==> config.mk <==
export PLATFORM = sky130hd
export DESIGN_NAME = node_param
export DESIGN_NICKNAME = d
export VERILOG_FILES = /design/src/rtl/node_param.sv
export SDC_FILE = /design/constraint.sdc
export NUM_CORES = 1
export LEC_CHECK = 0
export BUFFER_PORTS_ARGS = -buffer_cell sky130_fd_sc_hd__buf_2
export CORE_MARGIN = 8
export CORE_UTILIZATION = 34
export CTS_BUF_LIST = sky130_fd_sc_hd__clkbuf_8
export CTS_CLUSTER_SIZE = 14
export DETAILED_ROUTE_END_ITERATION = 6
export SETUP_SLACK_MARGIN = 0.02
export SYNTH_ARGS = -nofsm -noshare
export SYNTH_HDL_FRONTEND = slang
export SYNTH_SLANG_ARGS = --single-unit
==> constraint.sdc <==
create_clock -name clock -period 5.4 [get_ports clock]
set_input_delay 1.08 -clock clock [delete_from_list [all_inputs] [get_ports clock]]
set_output_delay 1.08 -clock clock [all_outputs]
set_load 0.03 [all_outputs]
==> src/rtl/node_param.sv <==
// Packet node. An outbound FIFO feeds a serialiser that sends 4 bytes, MSB first. A deserialiser
// rebuilds inbound packets and filters them by destination ID.
module node_param #(
  parameter logic [3:0]  NODEID     = 4'd0,
  parameter int unsigned DEPTH      = 4,
  parameter bit          ADDR_CHECK = 1'b1
) (
  input  logic        clock,
  input  logic        reset_b,
  input  logic [31:0] pkt_in,
  input  logic        pkt_in_avail,
  output logic        cQ_full,
  output logic [31:0] pkt_out,
  output logic        pkt_out_avail,
  input  logic        free_outbound,
  output logic        put_outbound,
  output logic [7:0]  payload_outbound,
  output logic        free_inbound,
  input  logic        put_inbound,
  input  logic [7:0]  payload_inbound,
  output logic        rx_drop
);

  localparam int unsigned PtrW = $clog2(DEPTH);
  localparam int unsigned CntW = PtrW + 1;

  typedef enum logic {TxIdle, TxSend} tx_state_e;
  typedef enum logic {RxIdle, RxRecv} rx_state_e;

  // Outbound FIFO
  logic [31:0]     mem_q [DEPTH];
  logic [PtrW-1:0] wr_ptr_q, wr_ptr_d;
  logic [PtrW-1:0] rd_ptr_q, rd_ptr_d;
  logic [CntW-1:0] count_q, count_d;
  logic            wr_en, pop;
  logic [31:0]     head;

  // TX state
  tx_state_e   tx_state_q;
  logic [1:0]  tx_idx_q;
  logic [31:0] tx_shift_q;
  logic        put_q;
  logic [7:0]  payload_q;

  // RX state
  rx_state_e   rx_state_q;
  logic [1:0]  rx_idx_q;
  logic [31:0] asm_q, asm_d;
  logic [31:0] pkt_out_q;
  logic        pkt_avail_q;
  logic        drop_q;
  logic        free_q;

  assign cQ_full = (count_q == CntW'(DEPTH));
  assign head    = mem_q[rd_ptr_q];
  // Full is taken from the registered count, so a pop in the same cycle cannot make room.
  assign wr_en   = pkt_in_avail && !cQ_full;
  assign pop     = (tx_state_q == TxIdle) && free_outbound && (count_q != '0);

  always_comb begin
    wr_ptr_d = wr_ptr_q;
    rd_ptr_d = rd_ptr_q;
    count_d  = count_q;
    if (wr_en) wr_ptr_d = wr_ptr_q + PtrW'(1);
    if (pop)   rd_ptr_d = rd_ptr_q + PtrW'(1);
    case ({wr_en, pop})
      2'b10:   count_d = count_q + CntW'(1);
      2'b01:   count_d = count_q - CntW'(1);
      default: count_d = count_q;
    endcase
  end

  // Storage is deliberately not reset; the count gates every read.
  always_ff @(posedge clock) begin
    if (wr_en) mem_q[wr_ptr_q] <= pkt_in;
  end

  always_ff @(posedge clock) begin
    if (!reset_b) begin
      wr_ptr_q <= '0;
      rd_ptr_q <= '0;
      count_q  <= '0;
    end else begin
      wr_ptr_q <= wr_ptr_d;
      rd_ptr_q <= rd_ptr_d;
      count_q  <= count_d;
    end
  end

  // Serialiser: byte 0 leaves straight from the FIFO head, later bytes from a rotating copy.
  always_ff @(posedge clock) begin
    if (!reset_b) begin
      tx_state_q <= TxIdle;
      tx_idx_q   <= 2'd0;
      tx_shift_q <= '0;
      put_q      <= 1'b0;
      payload_q  <= '0;
    end else begin
      unique case (tx_state_q)
        TxIdle: begin
          if (pop) begin
            tx_shift_q <= {head[23:0], head[31:24]};
            payload_q  <= head[31:24];
            put_q      <= 1'b1;
            tx_idx_q   <= 2'd0;
            tx_state_q <= TxSend;
          end else begin
            put_q <= 1'b0;
          end
        end
        TxSend: begin
          if (tx_idx_q == 2'd3) begin
            put_q      <= 1'b0;
            tx_state_q <= TxIdle;
          end else begin
            payload_q  <= tx_shift_q[31:24];
            tx_shift_q <= {tx_shift_q[23:0], tx_shift_q[31:24]};
            put_q      <= 1'b1;
            tx_idx_q   <= tx_idx_q + 2'd1;
          end
        end
        default: tx_state_q <= TxIdle;
      endcase
    end
  end

  assign put_outbound     = put_q;
  assign payload_outbound = payload_q;

  // Drop the incoming byte into its slot of the assembly word.
  always_comb begin
    asm_d = asm_q;
    unique case (rx_idx_q)
      2'd0: asm_d[31:24] = payload_inbound;
      2'd1: asm_d[23:16] = payload_inbound;
      2'd2: asm_d[15:8]  = payload_inbound;
      2'd3: asm_d[7:0]   = payload_inbound;
      default: asm_d = asm_q;
    endcase
  end

  always_ff @(posedge clock) begin
    if (!reset_b) begin
      rx_state_q  <= RxIdle;
      rx_idx_q    <= 2'd0;
      asm_q       <= '0;
      pkt_out_q   <= '0;
      pkt_avail_q <= 1'b0;
      drop_q      <= 1'b0;
      free_q      <= 1'b0;
    end else begin
      pkt_avail_q <= 1'b0;
      drop_q      <= 1'b0;
      unique case (rx_state_q)
        RxIdle: begin
          if (put_inbound) begin
            asm_q      <= asm_d;
            rx_idx_q   <= 2'd1;
            rx_state_q <= RxRecv;
            free_q     <= 1'b0;
          end else begin
            free_q <= 1'b1;
          end
        end
        RxRecv: begin
          if (!put_inbound) begin
            drop_q     <= 1'b1;
            rx_idx_q   <= 2'd0;
            rx_state_q <= RxIdle;
            free_q     <= 1'b1;
          end else if (rx_idx_q == 2'd3) begin
            asm_q      <= asm_d;
            rx_idx_q   <= 2'd0;
            rx_state_q <= RxIdle;
            free_q     <= 1'b1;
            if (!ADDR_CHECK || (asm_q[27:24] == NODEID)) begin
              pkt_out_q   <= asm_d;
              pkt_avail_q <= 1'b1;
            end else begin
              drop_q <= 1'b1;
            end
          end else begin
            asm_q    <= asm_d;
            rx_idx_q <= rx_idx_q + 2'd1;
          end
        end
        default: rx_state_q <= RxIdle;
      endcase
    end
  end

  assign pkt_out       = pkt_out_q;
  assign pkt_out_avail = pkt_avail_q;
  assign rx_drop       = drop_q;
  assign free_inbound  = free_q;

endmodule

* Word level (Yosys, flattened, before mapping) *
Memories as Yosys holds them, arrays and structs flattened. A register that Yosys moved wholly into a read port is not among the register bits.
Index checks and enable logic that the tools add are counted.

word-level totals
  bits in writable memories = 128
  logic and storage cells = 84
  input bits = 45
  register bits = 120
  output and inout bits = 45
  memories = 1

memories
  memory  words  width  read ports  clocked after memory_dff  wr ports  line  source
  mem_q   4      32     1           1                         1         31    logic [31:0] mem_q [DEPTH];

operators by class
  equal/unequal tests = 11
  muxes and demuxes = 38
  bitwise logic cells = 2
  reductions and logical operators = 12
  $add $sub $neg = 6

operators by type and width
  kind                                                    count
  2-to-1 mux 32 bit                                       3
  one-hot mux 32 bit (2 select lines)                     1
  2-to-1 mux 8 bit                                        6
  one-hot mux 8 bit (2 select lines)                      1
  2-to-1 mux 1 bit                                        14
  2-to-1 mux 2 bit                                        7
  adder 2 x 1 -> 2 bit (second input constant)            4
  == test 2 bit (second input constant)                   4
  one-hot mux 2 bit (2 select lines)                      2
  AND reduction 4 bit                                     2
  inequality test 2 bit (second input constant)           3
  one-hot mux 1 bit (2 select lines)                      3
  one-hot mux 3 bit (2 select lines)                      1
  == test 2 x 1 -> 1 bit (second input constant)          2
  zero test 4 bit                                         1
  AND reduction 2 bit                                     2
  adder 3 x 1 -> 3 bit (second input constant)            1
  == test 3 bit (second input constant)                   1
  logical AND 1 bit                                       3
  inequality test 3 x 2 -> 1 bit (second input constant)  1
  nonzero test 3 bit                                      1
  subtractor 3 x 1 -> 3 bit (second input constant)       1
  zero test 2 bit                                         1
  NOT 1 bit                                               2
  2 further kinds                                         2

* Logic depth before layout (Yosys ltp) *
  depth after elaboration = 5
  depth in mapped cells = 11
  mapped depth without buffers = 10

* Worst setup path before layout *
OpenSTA, ideal clock, no wires.

  path type = in2reg
  start = input free_outbound
  end = register count_q[2]
  stages = 8
  arrival time = 2.441 ns
  required time = 5.330 ns
  setup slack = 2.888 ns
  buffers on the path = 0
  library setup time = 0.070 ns
  path through = nand2b_1 -> nor2_1 -> ha_1 -> inv_1 -> fa_1 -> xor2_1 -> or3_1 -> a21oi_1

between the ends
  word-level cells in the longest chain between the ends = 4

ends and longest elaborated chain
  what                                                                      line  source
  start, declared                                                           15    input logic free_outbound,
  logical AND 1 bit * (2 in series)                                         58    assign pop = (tx_state_q == TxIdle) && free_outbound && (count_q != '0);
  net pop                                                                   35    logic wr_en, pop;
  == test 2 x 1 -> 1 bit or == test 2 bit (tied branches)                   66    case ({wr_en, pop})
  one-hot mux 3 bit (2 select lines) or nonzero test 2 bit (tied branches)  --
  end signal, assigned                                                      86    count_q <= count_d;
  end, declared                                                             34    logic [CntW-1:0] count_q, count_d;

Mark *: on every way through the listed nets, which the timed path passes. The rest lies on a longest branch.
A chain may end at the register's enable or synchronous reset.

* Final worst setup path *
  start = register count_q[2]
  end = output cQ_full

between the ends
  word-level cells in the longest chain between the ends = 1

ends and longest elaborated chain
  what           line  source
  == test 3 bit  54    assign cQ_full = (count_q == CntW'(DEPTH));
  end, declared  12    output logic cQ_full,

Every way passes these cells.

==> impl_results.md <==
- Initial antenna violation count: 1
- RSZ-0062 raised after global routing: no
- Final antenna-violating net count: 0
- Final RePlAce weighted congestion: roughly 0.69
- Dpl cells: ~1100
- Slew margin rel.: 0.222
- Area growth syn-to-layout: 14.4%
- Die Y: 183 um
- Clk root buf: clkbuf_8
- FF+latch area: 5970 um2
- Final-stage net count: 819
- Top FF cell, synth: edfxtp_1
- Synthesized cell area: between 9000 and 10000 um2
- Seq cells post-synth: 234
- H-tree levels: 2
- Critical Path RT: 4.32 ns
- Syn Nets: 753
- Yosys top cell area share: 0.407
- CTS tree: done
- Total of max-cap violations: 0
- Largest net degree at the start of global routing: 60
- Critical-path maximum fanout: 7
- Status: complete, no violations
- Crit end category: primary output
- Area leader, netlist: edfxtp_1
- WP data arrival: around 1.8 ns
- Final Max Tran Viols: 0
- Final worst path period share: 0.537
- Core Box Area: 27600 um2
- First-pass GRT wire length: 34600 um
- ANT cells: 0
- Synth warnings: 0
- Post-cts sizing count: 0
- Hold Path Class: reg2reg
- Clk slew on worst S/H paths: about 0.060 ns
- Fillcell total: 2651
- Initial Util: 0.343
- Final Skew: approximately 0.035 ns
- Layout cells sized above 1: 0.296
- Top cells by area, synth: edfxtp_1 41%, dfxtp_1 22%, a211oi_1 8.4%
- Max frequency: between 300 and 400 MHz
- Number of synthesized flops with an enable pin: 128
- Gr ovfl total: 0
- Drt drc: 0
- Critical Path Source Type: flop
- P_leak: 3.88 nW
- Netlist cell types: 38
- Setup TNS: 0 ns
- TritonRoute pass-1 iters: 6
- Chip width: 183 um
- Vias: slightly above 6000
- CTS Hold Bufs: 0
- Setup Fix Bufs, Post-CTS: 0
- Syn Area/Cell: 13.6 um2
- Post-layout minimum cycle time: 2.90 ns
- Routed wire length: 22200 um
- Worst Tran Pin Value: roughly 1.2 ns
- CTS buffer count: 41
- WL/cell: 19.0 um
- Port buffer count: 89
- Worst vdd ir: 0.305 mV
- Ports: 90
- Vias per Instance: 5.19
- Ys async rst share: 0
- Cell Rows: 61
- Clk Latency, worst-skew pair: about 0.55 ns
- Final HPWL DP: approximately 13000 um
- Vias in the first global route: a little over 6000
- Total design power: between 5 and 6 mW
- Seq/Total Area, Yosys: 0.631
- Clk buf depth: 3
- Multi-input gate area: 3060 um2
- Die ar.: 33400 um2
- Setup-failing EPs final: 0
- Final hold violations: 0
- Cells after Synth: 697
- Pwr dens: 468 nW/um2
- Kind of critical path: reg2out
- Num Clock Sinks: 234
- All-layer global routing usage: 0.129
- Final non-filler cell total: 1173
- Initial DRC count: 443
[worst max-delay path: stages (launching register included)]
cell,delay (ns)
dfxtp_1,0.41
or3b_2,0.54
inv_1,0.13
buf_2,0.21
[flip-flops by register name (all words and copies together), names as in the netlist, 2 cells and up, named ones only]
signal      flops
tx_idx_q        2
count_q         3
asm_q          24
tx_shift_q     32
pkt_out        32
wr_ptr_q        2
rx_idx_q        2
mem_q         128
rd_ptr_q        2
[cell families after synthesis]
| group | synth area share |
|---|---|
| buffers and inverters | 0.0485 |
| adder cells (fa/ha/maj) | 0.0154 |
| AO/OA/AOI/OAI | 0.160 |
| multiplexers | 0.103 |
| XOR/XNOR | 0.00185 |
| AND/OR/NAND/NOR | 0.0401 |
| flip-flops | 0.631 |
[area by class of cell]
cell class                      count  share of cell area
Sequential cell                   234               0.552
Inverter                           11             0.00394
Multi-Input combinational cell    379               0.283
Tap cell                          378              0.0438
Timing Repair Buffer               96              0.0461
Clock inverter                     30              0.0132
Clock buffer                       45              0.0573
[through the flow]
step | setup WS [ns] | cell area, um2 | hold slack [ns] | utilization
final | 2.50 | 10800 | 0.477 | 0.392
after floorplan | 2.89 | 9450 | 0.449 | -
after global placement | 2.23 | 10000 | 0.463 | 0.365
after global routing | 2.42 | 10800 | 0.499 | 0.392
after detailed placement | 2.22 | 10000 | 0.471 | 0.365
after CTS | 2.47 | 10800 | 0.479 | 0.392
[synthesized netlist by cell type, drive strengths merged (3+ instances only)]
cell and instances:
and3 5, a21oi 44, o21ai 15, nand2 5
edfxtp 128, mux2i 25, clkbuf 20, mux2 64
a222oi 32, inv 11, nand2b 4, or3 4
nor2 31, ha 10, a211oi 112, dfxtp 106
nor2b 3, nand3 13, buf 53
[layout by cell type (no fill, tap or decap), types with 2 or more instances in the layout]
cell type / count
a211oi_1: 106
a211oi_2: 6
a21oi_1: 44
a222oi_1: 32
and3_2: 4
buf_2: 89
buf_4: 7
clkbuf_8: 45
clkinv_1: 7
clkinv_2: 7
dfxtp_1: 105
edfxtp_1: 128
ha_1: 10
inv_1: 24
inv_6: 2
mux2_2: 63
mux2i_1: 25
nand2_1: 5
nand2b_1: 4
nand3_1: 13
nor2_1: 29
nor2b_4: 3
o211ai_1: 2
o21ai_0: 6
o21ai_1: 8
or3_1: 4
xor2_1: 2
[per-layer routing]
layer	wire length, um	part of all wire	GRT usage	vias to the layer above
li1	-	-	-	2872
met1	9890	0.44	0.167	2987
met2	10400	0.47	0.209	178
met3	1460	0.066	0.0326	46
met4	443	0.020	0.0417	2
met5	11	0.00049	0	-
[final timing paths]
path,from,end,slack [ns],depth (start not counted)
worst min-delay path,pkt_out[2],pkt_out[2],0.48,2
worst max-delay path,count_q[2],cQ_full,2.50,3
worst min register to register,pkt_out[2],pkt_out[2],0.48,2
worst max register to register,flop,tx_shift_q[13],2.79,4
[power breakdown]
| part | total, mW | switching, mW | internal, mW |
|---|---|---|---|
| registers | 2.31 | 0.184 | 2.13 |
| logic | 1.24 | 0.756 | 0.486 |
| clock network | 1.50 | 0.719 | 0.777 |
| total | 5.05 | 1.66 | 3.39 |
No activity file was read; power rests on OpenSTA's default activity.
